--- src/rtl/port_ingress_buffer.sv ---
// Per-port ingress buffer: stores whole framed packets, advertises ready plus the
// head packet's priority once a packet is complete, and plays it out word by word.
// Packets are written speculatively and published atomically on their last word;
// a packet that cannot fit, or is cut short by a new sop, is discarded with a drop pulse.
// The head-priority output is named priority_o because "priority" is a reserved word.
module port_ingress_buffer #(
  parameter int DATA_WIDTH = 32,
  parameter int DEPTH      = 64,
  parameter int PKT_DEPTH  = 8
) (
  input  logic                  clk,
  input  logic                  rst,
  input  logic                  wr_vld,
  input  logic                  wr_sop,
  input  logic                  wr_eop,
  input  logic [DATA_WIDTH-1:0] wr_data,
  input  logic [2:0]            wr_prio,
  input  logic                  rd_en,
  output logic                  ready,
  output logic [2:0]            priority_o,
  output logic                  rd_vld,
  output logic [DATA_WIDTH-1:0] rd_data,
  output logic                  eop,
  output logic                  drop
);

  localparam int AW   = $clog2(DEPTH);
  localparam int PW   = $clog2(PKT_DEPTH);
  localparam int PTRW = AW + 1;
  localparam int PKTW = PW + 1;
  localparam logic [PTRW-1:0] DEPTH_W = PTRW'(DEPTH);
  localparam logic [PKTW-1:0] PKT_W   = PKTW'(PKT_DEPTH);

  typedef enum logic [1:0] {S_IDLE, S_RECV, S_DROP} wstate_t;

  // Storage: data word plus a last-of-packet flag, and one priority per committed packet.
  logic [DATA_WIDTH:0] mem_q  [DEPTH];
  logic [2:0]          desc_q [PKT_DEPTH];

  wstate_t             state_q, state_d;
  logic [PTRW-1:0]     wp_s_q, wp_s_d;   // speculative write pointer
  logic [PTRW-1:0]     wp_c_q, wp_c_d;   // committed write pointer
  logic [PTRW-1:0]     rp_q, rp_d;
  logic [PKTW-1:0]     dwp_q, dwp_d;
  logic [PKTW-1:0]     drp_q, drp_d;
  logic [2:0]          prio_q, prio_d;   // priority of the packet being received
  logic                ready_q, ready_d;
  logic [2:0]          head_q, head_d;
  logic                rd_vld_q;
  logic [DATA_WIDTH-1:0] rd_data_q;
  logic                eop_q;
  logic                drop_q, drop_d;

  logic                mem_we;
  logic [PTRW-1:0]     base;             // where a new packet's first word lands
  logic                start;
  logic                push;
  logic [2:0]          push_prio;
  logic                desc_full;
  logic                rd_fire;
  logic [DATA_WIDTH:0] rd_word;
  logic                pop;
  logic [PKTW-1:0]     cnt_d;

  assign desc_full = ((dwp_q - drp_q) == PKT_W);

  // Write FSM: decides what happens to the incoming word and where the pointers go.
  always_comb begin
    // NOTE: every variable gets a default first so no path leaves it unassigned (no latch).
    state_d   = state_q;
    wp_s_d    = wp_s_q;
    wp_c_d    = wp_c_q;
    prio_d    = prio_q;
    drop_d    = 1'b0;
    mem_we    = 1'b0;
    push      = 1'b0;
    push_prio = prio_q;
    start     = 1'b0;
    base      = wp_s_q;

    unique case (state_q)
      S_IDLE: if (wr_vld && wr_sop) start = 1'b1;
      S_RECV: if (wr_vld) begin
        if (wr_sop) begin
          // Previous packet never saw its eop: throw it away and restart here.
          drop_d = 1'b1;
          wp_s_d = wp_c_q;
          base   = wp_c_q;
          start  = 1'b1;
        end else if ((wp_s_q - rp_q) == DEPTH_W) begin
          drop_d  = 1'b1;
          wp_s_d  = wp_c_q;
          state_d = wr_eop ? S_IDLE : S_DROP;
        end else begin
          mem_we = 1'b1;
          wp_s_d = wp_s_q + 1'b1;
          if (wr_eop) begin
            wp_c_d  = wp_s_q + 1'b1;
            push    = 1'b1;
            state_d = S_IDLE;
          end
        end
      end
      S_DROP: if (wr_vld) begin
        if (wr_sop && !wr_eop) start   = 1'b1;
        else if (wr_eop)       state_d = S_IDLE;
      end
      default: state_d = S_IDLE;
    endcase

    // Start of a packet, shared by every state that can accept a sop.
    if (start) begin
      if (desc_full || ((base - rp_q) == DEPTH_W)) begin
        drop_d  = 1'b1;
        state_d = wr_eop ? S_IDLE : S_DROP;
      end else begin
        mem_we = 1'b1;
        wp_s_d = base + 1'b1;
        prio_d = wr_prio;
        if (wr_eop) begin
          wp_c_d    = base + 1'b1;
          push      = 1'b1;
          push_prio = wr_prio;
          state_d   = S_IDLE;
        end else begin
          state_d = S_RECV;
        end
      end
    end
  end

  // Read side and next head-of-queue view; commits become visible one cycle later.
  always_comb begin
    rd_fire = rd_en && (rp_q != wp_c_q);
    rd_word = mem_q[rp_q[AW-1:0]];
    pop     = rd_fire && rd_word[DATA_WIDTH];
    rp_d    = rp_q + PTRW'(rd_fire);
    drp_d   = drp_q + PKTW'(pop);
    dwp_d   = dwp_q + PKTW'(push);
    cnt_d   = dwp_d - drp_d;
    ready_d = (cnt_d != '0);
    head_d  = '0;
    if (ready_d) begin
      // A priority pushed this cycle into an otherwise empty queue is not in desc_q yet.
      if (push && (dwp_q == drp_d)) head_d = push_prio;
      else                          head_d = desc_q[drp_d[PW-1:0]];
    end
  end

  // Control and output registers with synchronous active-low reset.
  always_ff @(posedge clk) begin
    // NOTE: state uses non-blocking assignments so every register sees pre-edge values.
    if (!rst) begin
      state_q   <= S_IDLE;
      wp_s_q    <= '0;
      wp_c_q    <= '0;
      rp_q      <= '0;
      dwp_q     <= '0;
      drp_q     <= '0;
      prio_q    <= '0;
      ready_q   <= 1'b0;
      head_q    <= '0;
      rd_vld_q  <= 1'b0;
      rd_data_q <= '0;
      eop_q     <= 1'b0;
      drop_q    <= 1'b0;
    end else begin
      state_q  <= state_d;
      wp_s_q   <= wp_s_d;
      wp_c_q   <= wp_c_d;
      rp_q     <= rp_d;
      dwp_q    <= dwp_d;
      drp_q    <= drp_d;
      prio_q   <= prio_d;
      ready_q  <= ready_d;
      head_q   <= head_d;
      rd_vld_q <= rd_fire;
      eop_q    <= pop;
      drop_q   <= drop_d;
      if (rd_fire) rd_data_q <= rd_word[DATA_WIDTH-1:0];
    end
  end

  // Storage arrays.
  always_ff @(posedge clk) begin
    // NOTE: arrays are not reset; pointers define which entries are meaningful.
    if (mem_we) mem_q[base[AW-1:0]]   <= {wr_eop, wr_data};
    if (push)   desc_q[dwp_q[PW-1:0]] <= push_prio;
  end

  assign ready      = ready_q;
  assign priority_o = head_q;
  assign rd_vld     = rd_vld_q;
  assign rd_data    = rd_data_q;
  assign eop        = eop_q;
  assign drop       = drop_q;

endmodule

--- config.mk ---
export PLATFORM = sky130hd
export DESIGN_NAME = port_ingress_buffer
export DESIGN_NICKNAME = d
export VERILOG_FILES = /design/src/rtl/port_ingress_buffer.sv
export SDC_FILE = /design/constraint.sdc
export NUM_CORES = 2
export LEC_CHECK = 0
export ABC_CLOCK_PERIOD_IN_PS = 13300
export CAP_MARGIN = 0
export CORE_UTILIZATION = 45
export DETAILED_ROUTE_END_ITERATION = 8
export SLEW_MARGIN = 0
export SYNTH_ARGS = -nofsm -noshare
export SYNTH_HDL_FRONTEND = slang
export SYNTH_SLANG_ARGS = --single-unit
--- constraint.sdc ---
create_clock -name clk -period 13.3 [get_ports clk]
set_clock_uncertainty 0.1 [all_clocks]
set_input_delay 2.66 -clock clk [delete_from_list [all_inputs] [get_ports clk]]
set_output_delay 2.66 -clock clk [all_outputs]
set_load 0.02 [all_outputs]
==> results.py <==
metrics = {
    "synthesis": {
        "syn_inst": 3617,
        "async_flop_share_pct": 0,
        "synth_edf_count": 2136,
        "syn_area_sq_mm": 0.0855,
        "synthTopCellsByArea": "edfxtp_1 (75%), mux4_2 (18%), dfxtp_1 (1.7%), mux2i_1 (0.84%), ha_1 (0.44%)",
        "synth_top_area_cell": "edfxtp_1",
        "syn_avg_cell_area_sq_um": 23.6,
        "ys_seq_elements": 2209,
        "synth_seq_area_share_pct": 76.7,
        "synth.most_common_cell": "edfxtp_1",
        "yosys_warnings": 0,
        "synth_top_area_share_pct": 75.0,
        "synthDistinctLibCells": 78,
        "synth_commonest_cells": "edfxtp_1 (2136), mux4_2 (667), clkbuf_1 (90)",
        "yosys_most_used_dff": "edfxtp_1",
        "syn_nets": 3688,
    },
    "cts": {
        "cts_resized": 0,
        "clkTransAtPathRegs_ns": 0.06,
        "cts_buffer_depth": 3,
        "clock_sinks": 2209,
        "postCtsHoldBufs": 0,
        "h-tree-depth": 4,
        "cts-root-buf": "clkbuf_16",
        "cts_tree": "yes",
        "worst_skew_pair.late_latency_ns": 0.84,
        "cts_buffers": 218,
        "post_cts_buffers": 0,
    },
    "worst_setup_path": {
        "cp-start-kind": "primary input",
        "crit_top_cell": "buf_4",
        "critPathArrivalTime_ns": 8.78,
        "rr_startpoint": "rp_q[0]",
        "crit_fanout": 21,
        "path_cells": "clkdlybuf4s50_1 -> and3_1 -> mux2i_2 -> inv_1 -> ha_1 -> nor2b_1 -> o2111ai_1 -> and3b_1 -> o2bb2ai_1 -> o31a_4 -> nor2_4 -> buf_4 -> nor3_2 -> buf_4",
        "crit_type": "primary input to register",
        "reg2reg_depth": 15,
        "path_buf_inv": 4,
        "critPathCaptureType": "register",
        "critPathTopFamily": "buffers and inverters",
        "cp.required_ns": 13.70,
        "r2r_end": "priority_o[1]",
        "slowest_delay_ns": 1.00,
        "rrSetupSlack_ns": 6.35,
        "cp_slowest_cell": "nor3_2",
    },
    "placed_design": {
        "io_buffers": 79,
        "dpl.hpwl_um": 129000,
        "place.gp.congestion": 0.826,
    },
    "drt": {
        "postRouteWirelength_um": 218000,
        "viasPerCell": 6.09,
        "drc": 4,
        "vias": 39700,
        "wl_per_cell_um": 33.5,
        "drt-pass1-iter-count": 9,
        "drt_iter0_markers": 5162,
        "final_antenna_net_count": 0,
    },
    "global_routing": {
        "grt_remaining_overflow": 0,
        "grt_pass1_wl_um": 309000,
        "grt_usage_pct": 22.9,
        "grt_start_max_net_pins": 107,
        "antenna_found_initial": 15,
        "grt_pass1_vias": 39400,
    },
    "layout": {
        "n_fill_cell": 14700,
        "finalNetCount": 3914,
        "area_growth_pct": 13.0,
        "drive_gt1_share_pct": 29.9,
    },
    "timing": {
        "final-hold-violation-count": 0,
        "drv_slew": 0,
        "tns_ns": 0,
        "fin_crit_ns": 8.37,
        "finalSetupViolCount": 0,
        "max_freq_mhz": 119,
        "fin_crit_sh_pct": 62.9,
        "relSlewSlack_pct": 17.9,
        "grt_setup_unrepaired": "false",
        "worst_slew_pin_slew_ns": 1.23,
    },
    "min_path": {
        "hold_depth": 1,
        "worstHoldStart": "rd_data[19]",
        "hold_class": "register to register",
        "holdPathEnd": "rd_data[19]",
    },
    "pwr": {
        "total_power_mw": 16.8,
        "p_leak_nw": 29.8,
        "ir_drop_mv": 0.129,
        "p_per_area_mw_per_mm2": 174,
    },
    "status": {
        "violations": "design-rule violations",
        "status": "finished, violations left",
    },
    "floorplan": {
        "die_y_um": 438,
        "initial_core_util_pct": 45.4,
        "io-pin-count": 80,
        "fp.coreArea_sq_mm": 0.188,
        "num_rows": 159,
        "die_area_sq_mm": 0.192,
        "fp.dieW_um": 438,
    },
    "run": {
        "maxCapViolations": 0,
    },
}
kinds of logic after synthesis:
| kind of cell | after synthesis | share of synthesized area [%] |
|---|---|---|
| AOI/OAI and AO/OA | 171 | 1.56 |
| xor gates and xnor gates | 40 | 0.452 |
| adders and majority gates | 30 | 0.439 |
| buffers and inverters | 209 | 1.06 |
| DFF | 2209 | 76.7 |
| muxes | 745 | 18.5 |
| and+or+nand+nor | 213 | 1.24 |
power by group:
part	total, mW	internal, mW	switching [mW]
clock network	5.90	3.32	2.58
logic	3.10	1.41	1.70
registers	7.81	7.73	0.0761
worst register-to-register path, stage by stage (launching register included):
cell and delay (ns):
dfxtp_4 0.77, buf_4 0.68, buf_4 0.76, mux4_2 0.69
mux4_2 0.51, mux4_2 0.55, and2_1 0.20, ha_1 0.20
ha_1 0.19, xor2_1 0.54, xor2_1 0.14, nor4_1 0.77
and3_1 0.26, o31ai_1 0.13, a31o_2 0.28, a21oi_1 0.12
layout by cell type (no fill, tap or decap), types with 20 or more instances in the layout:
master           netlist  routed
ha_1                  30      30
edfxtp_1            2136    2136
buf_4                 10     122
nand2_1               42      42
mux2i_1               72      72
clkdlybuf4s50_1        0      46
clkinv_1               2      49
xnor2_1               21      21
mux4_2               667     667
o22ai_1               38      38
dfxtp_1               73      70
clkbuf_1              90      60
clkinv_2               0      30
a21o_1                34      34
o21ai_0               20      20
clkbuf_16              0     220
nor2_4                 0      49
buf_2                 52      20
worst max path at each step:
stage | start | endpoint | slack, ns | cells past startpoint
6_report | wr_sop | mem_q[23][8] | 4.93 | 14
5_1_grt | wr_sop | priority_o[1] | 4.57 | 21
4_1_cts | wr_sop | mem_q[23][8] | 5.03 | 14
3_5_place_dp | wr_sop | mem_q[23][14] | 4.13 | 14
3_3_place_gp | wr_sop | mem_q[23][1] | 4.21 | 14
2_1_floorplan | wr_sop | mem_q[27][0] | 3.90 | 11
layer usage:
layer	track usage [%]	wire length [um]	up-vias
li1	-	-	16000
met4	5.44	5030	2
met2	36.1	105000	1542
met1	33.6	92400	21900
met3	3.83	15500	246
met5	0	7	-
through the flow:
| step | area (sq um) | util [%] | setup slack (ns) | cells | hold slack (ns) |
|---|---|---|---|---|---|
| 2_1_floorplan | 85500 | - | 3.90 | 3617 | 0.353 |
| 3_3_place_gp | 89800 | 47.7 | 4.21 | 6118 | 0.337 |
| 3_5_place_dp | 89800 | 47.7 | 4.13 | 6118 | 0.338 |
| 4_1_cts | 96600 | 51.3 | 5.03 | 6511 | 0.352 |
| 5_1_grt | 96600 | 51.3 | 4.57 | 6511 | 0.369 |
| 6_report | 96600 | 51.3 | 4.93 | 6513 | 0.346 |
state kept, by name, indices dropped and copies added (netlist names):
name,flops
rd_data,32
wp_c_q,7
ready,1
drp_q,4
rp_q,7
state_q,2
eop,1
rd_vld,1
drop,1
desc_q,24
mem_q,2112
prio_q,3
dwp_q,4
priority_o,3
wp_s_q,7
cell type report:
class | instances | area (sq um) | share of cell area (%)
multi-input cells | 1199 | 19400 | 20.1
well taps | 2495 | 3120 | 3.23
clock inverters | 103 | 900 | 0.931
clock buffers | 290 | 5870 | 6.08
flip-flops and latches | 2209 | 65600 | 67.9
inverters | 24 | 100 | 0.104
diodes | 2 | 5.00 | 0.00518
repair buffers | 191 | 1540 | 1.59
(Power assumes the default switching activity.)
